==> src/rtl/myo_spi_frame_master_if.sv <==
// Pin and controller-side bundle of one myo SPI frame master.
// MYO_SPI_RX_CHECK_EN adds the frame_error strobe.
interface myo_spi_frame_master_if;
    logic        start_frame;
    logic [15:0] pwm_ref;
    logic        busy;
    logic        ss_n;
    logic        sclk;
    logic        mosi;
    logic        miso;
    logic [31:0] position;
    logic [15:0] velocity;
    logic [15:0] displacement;
    logic [15:0] current;
    logic        update_controller;
    logic [15:0] frame_count;
`ifdef MYO_SPI_RX_CHECK_EN
    logic        frame_error;

    modport master (
        input  start_frame, pwm_ref, miso,
        output busy, ss_n, sclk, mosi, position, velocity, displacement, current,
        output update_controller, frame_count, frame_error
    );
    modport slave (
        output start_frame, pwm_ref, miso,
        input  busy, ss_n, sclk, mosi, position, velocity, displacement, current,
        input  update_controller, frame_count, frame_error
    );
`else
    modport master (
        input  start_frame, pwm_ref, miso,
        output busy, ss_n, sclk, mosi, position, velocity, displacement, current,
        output update_controller, frame_count
    );
    modport slave (
        output start_frame, pwm_ref, miso,
        input  busy, ss_n, sclk, mosi, position, velocity, displacement, current,
        input  update_controller, frame_count
    );
`endif
endinterface

==> src/rtl/myo_spi_frame_master.sv <==
// SPI mode-0 frame master for one myo motor board: sends the PWM reference, latches sensor words.
// Define MYO_SPI_RX_CHECK_EN to reject frames whose RX word 0 is not the echoed 0x8000 marker.
module myo_spi_frame_master #(
    parameter int unsigned CLK_DIV     = 4,
    parameter int unsigned N_WORDS     = 7,
    parameter int unsigned UPDATE_HOLD = 2
) (
    input logic                    clock,
    input logic                    reset,
    myo_spi_frame_master_if.master bus
);
    localparam logic [15:0] DivLast  = 16'(CLK_DIV - 1);
    localparam logic [15:0] HoldLast = 16'(UPDATE_HOLD);
    localparam logic [7:0]  LastBit  = 8'(16 * N_WORDS - 1);
    localparam logic [15:0] Marker   = 16'h8000;

    typedef enum logic [2:0] {StIdle, StSetup, StShift, StHold, StLatch, StUpdate, StGap} state_t;

    state_t      state_q;
    logic [15:0] cnt_q;
    logic [7:0]  bit_cnt_q;
    logic [15:0] pwm_q;
    logic [14:0] rx_shift_q;
    logic [15:0] rx_pos_hi_q, rx_pos_lo_q, rx_vel_q, rx_disp_q, rx_cur_q;
    logic        busy_q, ss_n_q, sclk_q, mosi_q, update_q;
    logic [31:0] position_q;
    logic [15:0] velocity_q, displacement_q, current_q, frame_cnt_q;
    logic [15:0] rx_word;
    logic [7:0]  next_bit;
    logic        rx_ok;

    assign rx_word  = {rx_shift_q, bus.miso};
    assign next_bit = bit_cnt_q + 8'd1;

`ifdef MYO_SPI_RX_CHECK_EN
    logic [15:0] rx_w0_q;
    logic        frame_error_q;
    assign rx_ok           = (rx_w0_q == Marker);
    assign bus.frame_error = frame_error_q;
`else
    assign rx_ok = 1'b1;
`endif

    // TX layout: marker, PWM reference, then zero padding.
    function automatic logic tx_bit(input logic [7:0] idx, input logic [15:0] pwm);
        logic [15:0] word;
        if (idx[7:4] == 4'd0) begin
            word = Marker;
        end else if (idx[7:4] == 4'd1) begin
            word = pwm;
        end else begin
            word = 16'h0000;
        end
        return word[4'd15 - idx[3:0]];
    endfunction

    always_ff @(posedge clock or posedge reset) begin
        if (reset) begin
            state_q        <= StIdle;
            cnt_q          <= '0;
            bit_cnt_q      <= '0;
            pwm_q          <= '0;
            rx_shift_q     <= '0;
            rx_pos_hi_q    <= '0;
            rx_pos_lo_q    <= '0;
            rx_vel_q       <= '0;
            rx_disp_q      <= '0;
            rx_cur_q       <= '0;
            busy_q         <= 1'b0;
            ss_n_q         <= 1'b1;
            sclk_q         <= 1'b0;
            mosi_q         <= 1'b0;
            update_q       <= 1'b0;
            position_q     <= '0;
            velocity_q     <= '0;
            displacement_q <= '0;
            current_q      <= '0;
            frame_cnt_q    <= '0;
`ifdef MYO_SPI_RX_CHECK_EN
            rx_w0_q        <= '0;
            frame_error_q  <= 1'b0;
`endif
        end else begin
`ifdef MYO_SPI_RX_CHECK_EN
            frame_error_q <= 1'b0;
`endif
            unique case (state_q)
                StIdle: begin
                    if (bus.start_frame) begin
                        pwm_q     <= bus.pwm_ref;
                        busy_q    <= 1'b1;
                        ss_n_q    <= 1'b0;
                        mosi_q    <= tx_bit(8'd0, bus.pwm_ref);
                        cnt_q     <= '0;
                        bit_cnt_q <= '0;
                        state_q   <= StSetup;
                    end
                end
                StSetup: begin
                    if (cnt_q == DivLast) begin
                        cnt_q      <= '0;
                        sclk_q     <= 1'b1;
                        rx_shift_q <= rx_word[14:0];
                        state_q    <= StShift;
                    end else begin
                        cnt_q <= cnt_q + 16'd1;
                    end
                end
                StShift: begin
                    if (cnt_q != DivLast) begin
                        cnt_q <= cnt_q + 16'd1;
                    end else begin
                        cnt_q <= '0;
                        if (sclk_q) begin
                            sclk_q <= 1'b0;
                            mosi_q <= (bit_cnt_q == LastBit) ? 1'b0 : tx_bit(next_bit, pwm_q);
                        end else if (bit_cnt_q == LastBit) begin
                            state_q <= StHold;
                        end else begin
                            // Sample MISO on the edge that raises SCLK.
                            sclk_q     <= 1'b1;
                            bit_cnt_q  <= next_bit;
                            rx_shift_q <= rx_word[14:0];
                            if (next_bit[3:0] == 4'hF) begin
                                case (next_bit[7:4])
`ifdef MYO_SPI_RX_CHECK_EN
                                    4'd0:    rx_w0_q     <= rx_word;
`endif
                                    4'd2:    rx_pos_hi_q <= rx_word;
                                    4'd3:    rx_pos_lo_q <= rx_word;
                                    4'd4:    rx_vel_q    <= rx_word;
                                    4'd5:    rx_disp_q   <= rx_word;
                                    4'd6:    rx_cur_q    <= rx_word;
                                    default: ;
                                endcase
                            end
                        end
                    end
                end
                StHold: begin
                    if (cnt_q == DivLast) begin
                        cnt_q   <= '0;
                        ss_n_q  <= 1'b1;
                        state_q <= StLatch;
                    end else begin
                        cnt_q <= cnt_q + 16'd1;
                    end
                end
                StLatch: begin
                    // All data outputs move together so position never mixes frames.
                    if (rx_ok) begin
                        position_q     <= {rx_pos_hi_q, rx_pos_lo_q};
                        velocity_q     <= rx_vel_q;
                        displacement_q <= rx_disp_q;
                        current_q      <= rx_cur_q;
                        frame_cnt_q    <= frame_cnt_q + 16'd1;
                        state_q        <= StUpdate;
                    end else begin
`ifdef MYO_SPI_RX_CHECK_EN
                        frame_error_q <= 1'b1;
`endif
                        state_q <= StGap;
                    end
                end
                StUpdate: begin
                    if (cnt_q == HoldLast) begin
                        cnt_q    <= '0;
                        update_q <= 1'b0;
                        state_q  <= StGap;
                    end else begin
                        cnt_q    <= cnt_q + 16'd1;
                        update_q <= 1'b1;
                    end
                end
                StGap: begin
                    if (cnt_q == DivLast) begin
                        cnt_q   <= '0;
                        busy_q  <= 1'b0;
                        state_q <= StIdle;
                    end else begin
                        cnt_q <= cnt_q + 16'd1;
                    end
                end
                default: state_q <= StIdle;
            endcase
        end
    end

    assign bus.busy              = busy_q;
    assign bus.ss_n              = ss_n_q;
    assign bus.sclk              = sclk_q;
    assign bus.mosi              = mosi_q;
    assign bus.position          = position_q;
    assign bus.velocity          = velocity_q;
    assign bus.displacement      = displacement_q;
    assign bus.current           = current_q;
    assign bus.update_controller = update_q;
    assign bus.frame_count       = frame_cnt_q;
endmodule

==> src/flat_wrapper.sv <==
// flat-port wrapper written by rule: the top's interface ports become plain ports
module myo_spi_frame_master_flat 
#(
    parameter int unsigned CLK_DIV     = 4,
    parameter int unsigned N_WORDS     = 7,
    parameter int unsigned UPDATE_HOLD = 2
)
  (clock, reset, bus_start_frame, bus_pwm_ref, bus_miso, bus_busy, bus_ss_n, bus_sclk, bus_mosi, bus_position, bus_velocity, bus_displacement, bus_current, bus_update_controller, bus_frame_count);
  myo_spi_frame_master_if bus_i ();
  input logic clock;
  input logic reset;
  input wire logic [$bits(bus_i.start_frame)-1:0] bus_start_frame;
  input wire logic [$bits(bus_i.pwm_ref)-1:0] bus_pwm_ref;
  input wire logic [$bits(bus_i.miso)-1:0] bus_miso;
  output wire logic [$bits(bus_i.busy)-1:0] bus_busy;
  output wire logic [$bits(bus_i.ss_n)-1:0] bus_ss_n;
  output wire logic [$bits(bus_i.sclk)-1:0] bus_sclk;
  output wire logic [$bits(bus_i.mosi)-1:0] bus_mosi;
  output wire logic [$bits(bus_i.position)-1:0] bus_position;
  output wire logic [$bits(bus_i.velocity)-1:0] bus_velocity;
  output wire logic [$bits(bus_i.displacement)-1:0] bus_displacement;
  output wire logic [$bits(bus_i.current)-1:0] bus_current;
  output wire logic [$bits(bus_i.update_controller)-1:0] bus_update_controller;
  output wire logic [$bits(bus_i.frame_count)-1:0] bus_frame_count;
  assign bus_i.start_frame = bus_start_frame;
  assign bus_i.pwm_ref = bus_pwm_ref;
  assign bus_i.miso = bus_miso;
  assign bus_busy = bus_i.busy;
  assign bus_ss_n = bus_i.ss_n;
  assign bus_sclk = bus_i.sclk;
  assign bus_mosi = bus_i.mosi;
  assign bus_position = bus_i.position;
  assign bus_velocity = bus_i.velocity;
  assign bus_displacement = bus_i.displacement;
  assign bus_current = bus_i.current;
  assign bus_update_controller = bus_i.update_controller;
  assign bus_frame_count = bus_i.frame_count;
  myo_spi_frame_master #(.CLK_DIV(CLK_DIV), .N_WORDS(N_WORDS), .UPDATE_HOLD(UPDATE_HOLD)) u_core (.clock(clock), .reset(reset), .bus(bus_i));
endmodule
==> config.mk <==
export PLATFORM = sky130hd
export DESIGN_NAME = myo_spi_frame_master_flat
export DESIGN_NICKNAME = d
export VERILOG_FILES = /design/src/rtl/myo_spi_frame_master_if.sv /design/src/rtl/myo_spi_frame_master.sv /design/src/flat_wrapper.sv
export SDC_FILE = /design/constraint.sdc
export NUM_CORES = 1
export LEC_CHECK = 0
export BUFFER_PORTS_ARGS = -buffer_cell sky130_fd_sc_hd__buf_2
export CORE_UTILIZATION = 40
export DETAILED_ROUTE_END_ITERATION = 10
export GPL_ROUTABILITY_DRIVEN = 0
export HOLD_SLACK_MARGIN = 0.06
export RECOVER_POWER = 100
export SYNTH_ARGS = -nofsm -noshare
export SYNTH_HDL_FRONTEND = slang
export SYNTH_SLANG_ARGS = --single-unit
==> constraint.sdc <==
create_clock -name clock -period 18.9 [get_ports clock]
set_input_delay 3.78 -clock clock [delete_from_list [all_inputs] [get_ports clock]]
set_output_delay 3.78 -clock clock [all_outputs]
set_load 0.01 [all_outputs]
==> run_results.csv <==
group,metric,value,unit
die,ioPinCount,121,
critical_path,cp-start-kind,"input port",
clock_network,holdBufCountCts,0,
timing,max_slew_margin,-2.024,
critical_path,critPathMaxFanout,104,
timing,rsz0062_at_grt,"no",
status,violations,"capacitance limit, slew limit",
critical_path,slowest_delay,3110,ps
timing,min_period_over_period,0.5257,
clock_network,cts_sinks,239,
critical_path,arrival,10510,ps
critical_path,cp_top_family,"buffers and inverters",
detailed_routing,drc,0,
logic_synthesis,synth_cell_types,64,
detailed_routing,avgViaCountPerCell,5.092,
die,dieArea,0.02583,mm²
logic_synthesis,synth_top_area_frac,0.5910,
clock_network,cts_buffers,27,
timing,max_freq,0.1007,GHz
layout,n_fill_cell,2323,
logic_synthesis,netlist_area,0.01008,mm²
detailed_routing,post_drt_wl_per_cell,16.78,µm
global_route,grt_overflow,0,
job,drv_cap,8,
logic_synthesis,yosysTopAreaCell,"dfrtp_1",
die,start_util,0.4108,
pwr,leakage,5.611,nW
timing,slew_viol_final,341,
logic_synthesis,syn-instance-count,702,
global_route,grt_max_degree,105,
critical_path,criticalPathCategory,"input port to asynchronous set/reset pin",
detailed_routing,routed_wl,19590,µm
layout,diodes,0,
layout,seq_area,0.005982,mm²
timing,finalSetupTns,0,ps
logic_synthesis,synth_edf_count,0,
critical_path,timing.reg2reg.setup_slack,13560,ps
logic_synthesis,ys.flop_type,"dfrtp_1",
clock_network,clkLatencyLatePin,520,ps
die,core_area,0.02453,mm²
clock_network,cts.clk_slew.worst_paths,60,ps
logic_synthesis,synthTopCellsByCount,"dfrtp_1 (238), mux2_2 (158), mux2_1 (28)",
global_route,grt.total_usage,0.1564,
detailed_routing,antenna_left,0,
clock_network,cts_resized,0,
die,rows,57,
critical_path,cp.required,19470,ps
layout,final_core_util,0.4692,
clock_network,cts_setup_buffers,0,
placed_design,io_buffer_count,120,
timing,setup_viol,0,
critical_path,endpoint_kind,"asynchronous set/reset pin",
layout,syn_to_final_growth,14.24,%
global_route,met2_usage,0.2414,
pwr,peakVddDrop,0.00006120,V
clock_network,cts_tree,"yes",
critical_path,critPathSlowestCell,"clkbuf_1",
placed_design,dp_hpwl,12410,µm
detailed_routing,via_count,5942,
detailed_routing,detail_route.iter0.violations,334,
min_path,hp-class,"flip-flop to flip-flop",
logic_synthesis,ys_ff_latch,239,
global_route,grt_pass1_vias,5920,
status,status,"finished with violations",
clock_network,htree_levels,1,
logic_synthesis,synth_nets,726,
logic_synthesis,synth.area.top_cells,"dfrtp_1 (59%), mux2_2 (18%), mux2_1 (3.1%)",
clock_network,root_buffer,"clkbuf_16",
logic_synthesis,syn_avg_cell_area,14.35,µm²
global_route,top_usage_layer,"met2",
die,fp.dieW,160.7,µm
layout,multi_input_area,0.003722,mm²
logic_synthesis,async_reset_ff_frac,1.000,
logic_synthesis,yosysWarnings,0,
global_route,antenna_found_initial,0,
clock_network,clk_path_buf_depth,3,
layout,drive_above_1_share,0.2811,
global_route,met1_usage,0.2292,
timing,worst_pin_slew,4511,ps
global_route,grt_pass1_wl,32600,µm
logic_synthesis,yosysMostFrequentCell,"dfrtp_1",
timing,fin_skew,11.77,ps
layout,nets,848,
critical_path,path_buf_inv,4,
critical_path,cp_cell_sequence,"buf_2, clkinvlp_2, clkbuf_1, buf_4",
timing,period_minus_slack,9935,ps
detailed_routing,drt_pre_antenna_iters,5,
global_route,grtUsageMet3,0.02479,
die,die_h,160.7,µm
pwr,powerDensity,90.25,mW/mm²
logic_synthesis,seq_area_frac_synth,0.5936,
timing,final_hold_viol_count,0,
==> cell families after synthesis <==
kind of cell,Yosys count,share of synthesized area
flops,239,0.5936
mux,201,0.2314
simple gates,126,0.07425
compound gates,60,0.04085
buf+inv,40,0.02483
xor+xnor,32,0.03005
fa+ha+maj,4,0.004967
==> layout make-up <==
cell class              instances  area share
multi-input cells             423      0.3233
clock inverters                13     0.01304
clock buffers                  35     0.06304
inverters                       8    0.002717
well taps                     324     0.03521
repair buffers                125     0.04304
flip-flops and latches        239      0.5196
==> power by group <==
part | switching [mW] | internal [mW]
Combinational | 0.0108 | 0.00234
Sequential | 0.00177 | 0.513
Clock | 0.200 | 0.311
Total | 0.212 | 0.827
==> per-stage QoR <==
stage          area (µm²)  hold WS [ps]  setup slack (ps)  total power, mW  cells
6_report            11510         477.8              8965            1.039   1167
3_3_place_gp        10910         456.6             12680           0.5382   1119
2_1_floorplan       10080         452.2              8562           0.5316    702
3_5_place_dp        10910         465.0             12670           0.5384   1119
5_1_grt             11510         494.8              7490            1.081   1167
4_1_cts             11790         478.7             13220            1.055   1167
==> path summary, 6_finish.rpt <==
check                                                start                    endpoint  cells past startpoint
worst max-delay path                                 reset         u_core.rx_vel_q[12]                      4
worst min-delay path            u_core.bus.frame_count[15]  u_core.bus.frame_count[15]                      1
worst max register to register           u_core.state_q[2]     u_core.bus.position[23]                      4
worst min register to register  u_core.bus.frame_count[15]  u_core.bus.frame_count[15]                      1
max in group clock                         bus_start_frame            u_core.pwm_q[12]                      4
min in group asynchronous                            reset  u_core.bus.frame_count[10]                      2
==> per-layer routing <==
layer / wire (µm) / up-vias
met5: 0 / -
met4: 405 / 0
li1: - / 2758
met2: 8846 / 134
met3: 825 / 33
met1: 9511 / 3017
==> registers in the layout, indices dropped and copies added, names as in the netlist, 3 cells and up <==
name	count
u_core.pwm_q	16
u_core.bus.velocity	16
u_core.cnt_q	16
u_core.bus.position	32
u_core.rx_pos_hi_q	16
u_core.bit_cnt_q	8
u_core.rx_disp_q	16
u_core.state_q	3
u_core.bus.displacement	16
u_core.rx_pos_lo_q	16
u_core.rx_cur_q	16
u_core.rx_vel_q	16
u_core.rx_shift_q	15
u_core.bus.current	16
u_core.bus.frame_count	16
==> cell usage in the layout, fill, tap and decap left out, types with 15 or more instances in the layout <==
cell type,synthesis,final
o21ai_0,15,15
dfrtp_1,238,238
buf_2,10,18
nand2_1,27,29
xor2_1,18,19
nor2_1,27,28
clkbuf_1,8,112
clkbuf_16,0,27
mux2_2,158,158
mux2_1,28,35
(Power assumes the default switching activity.)
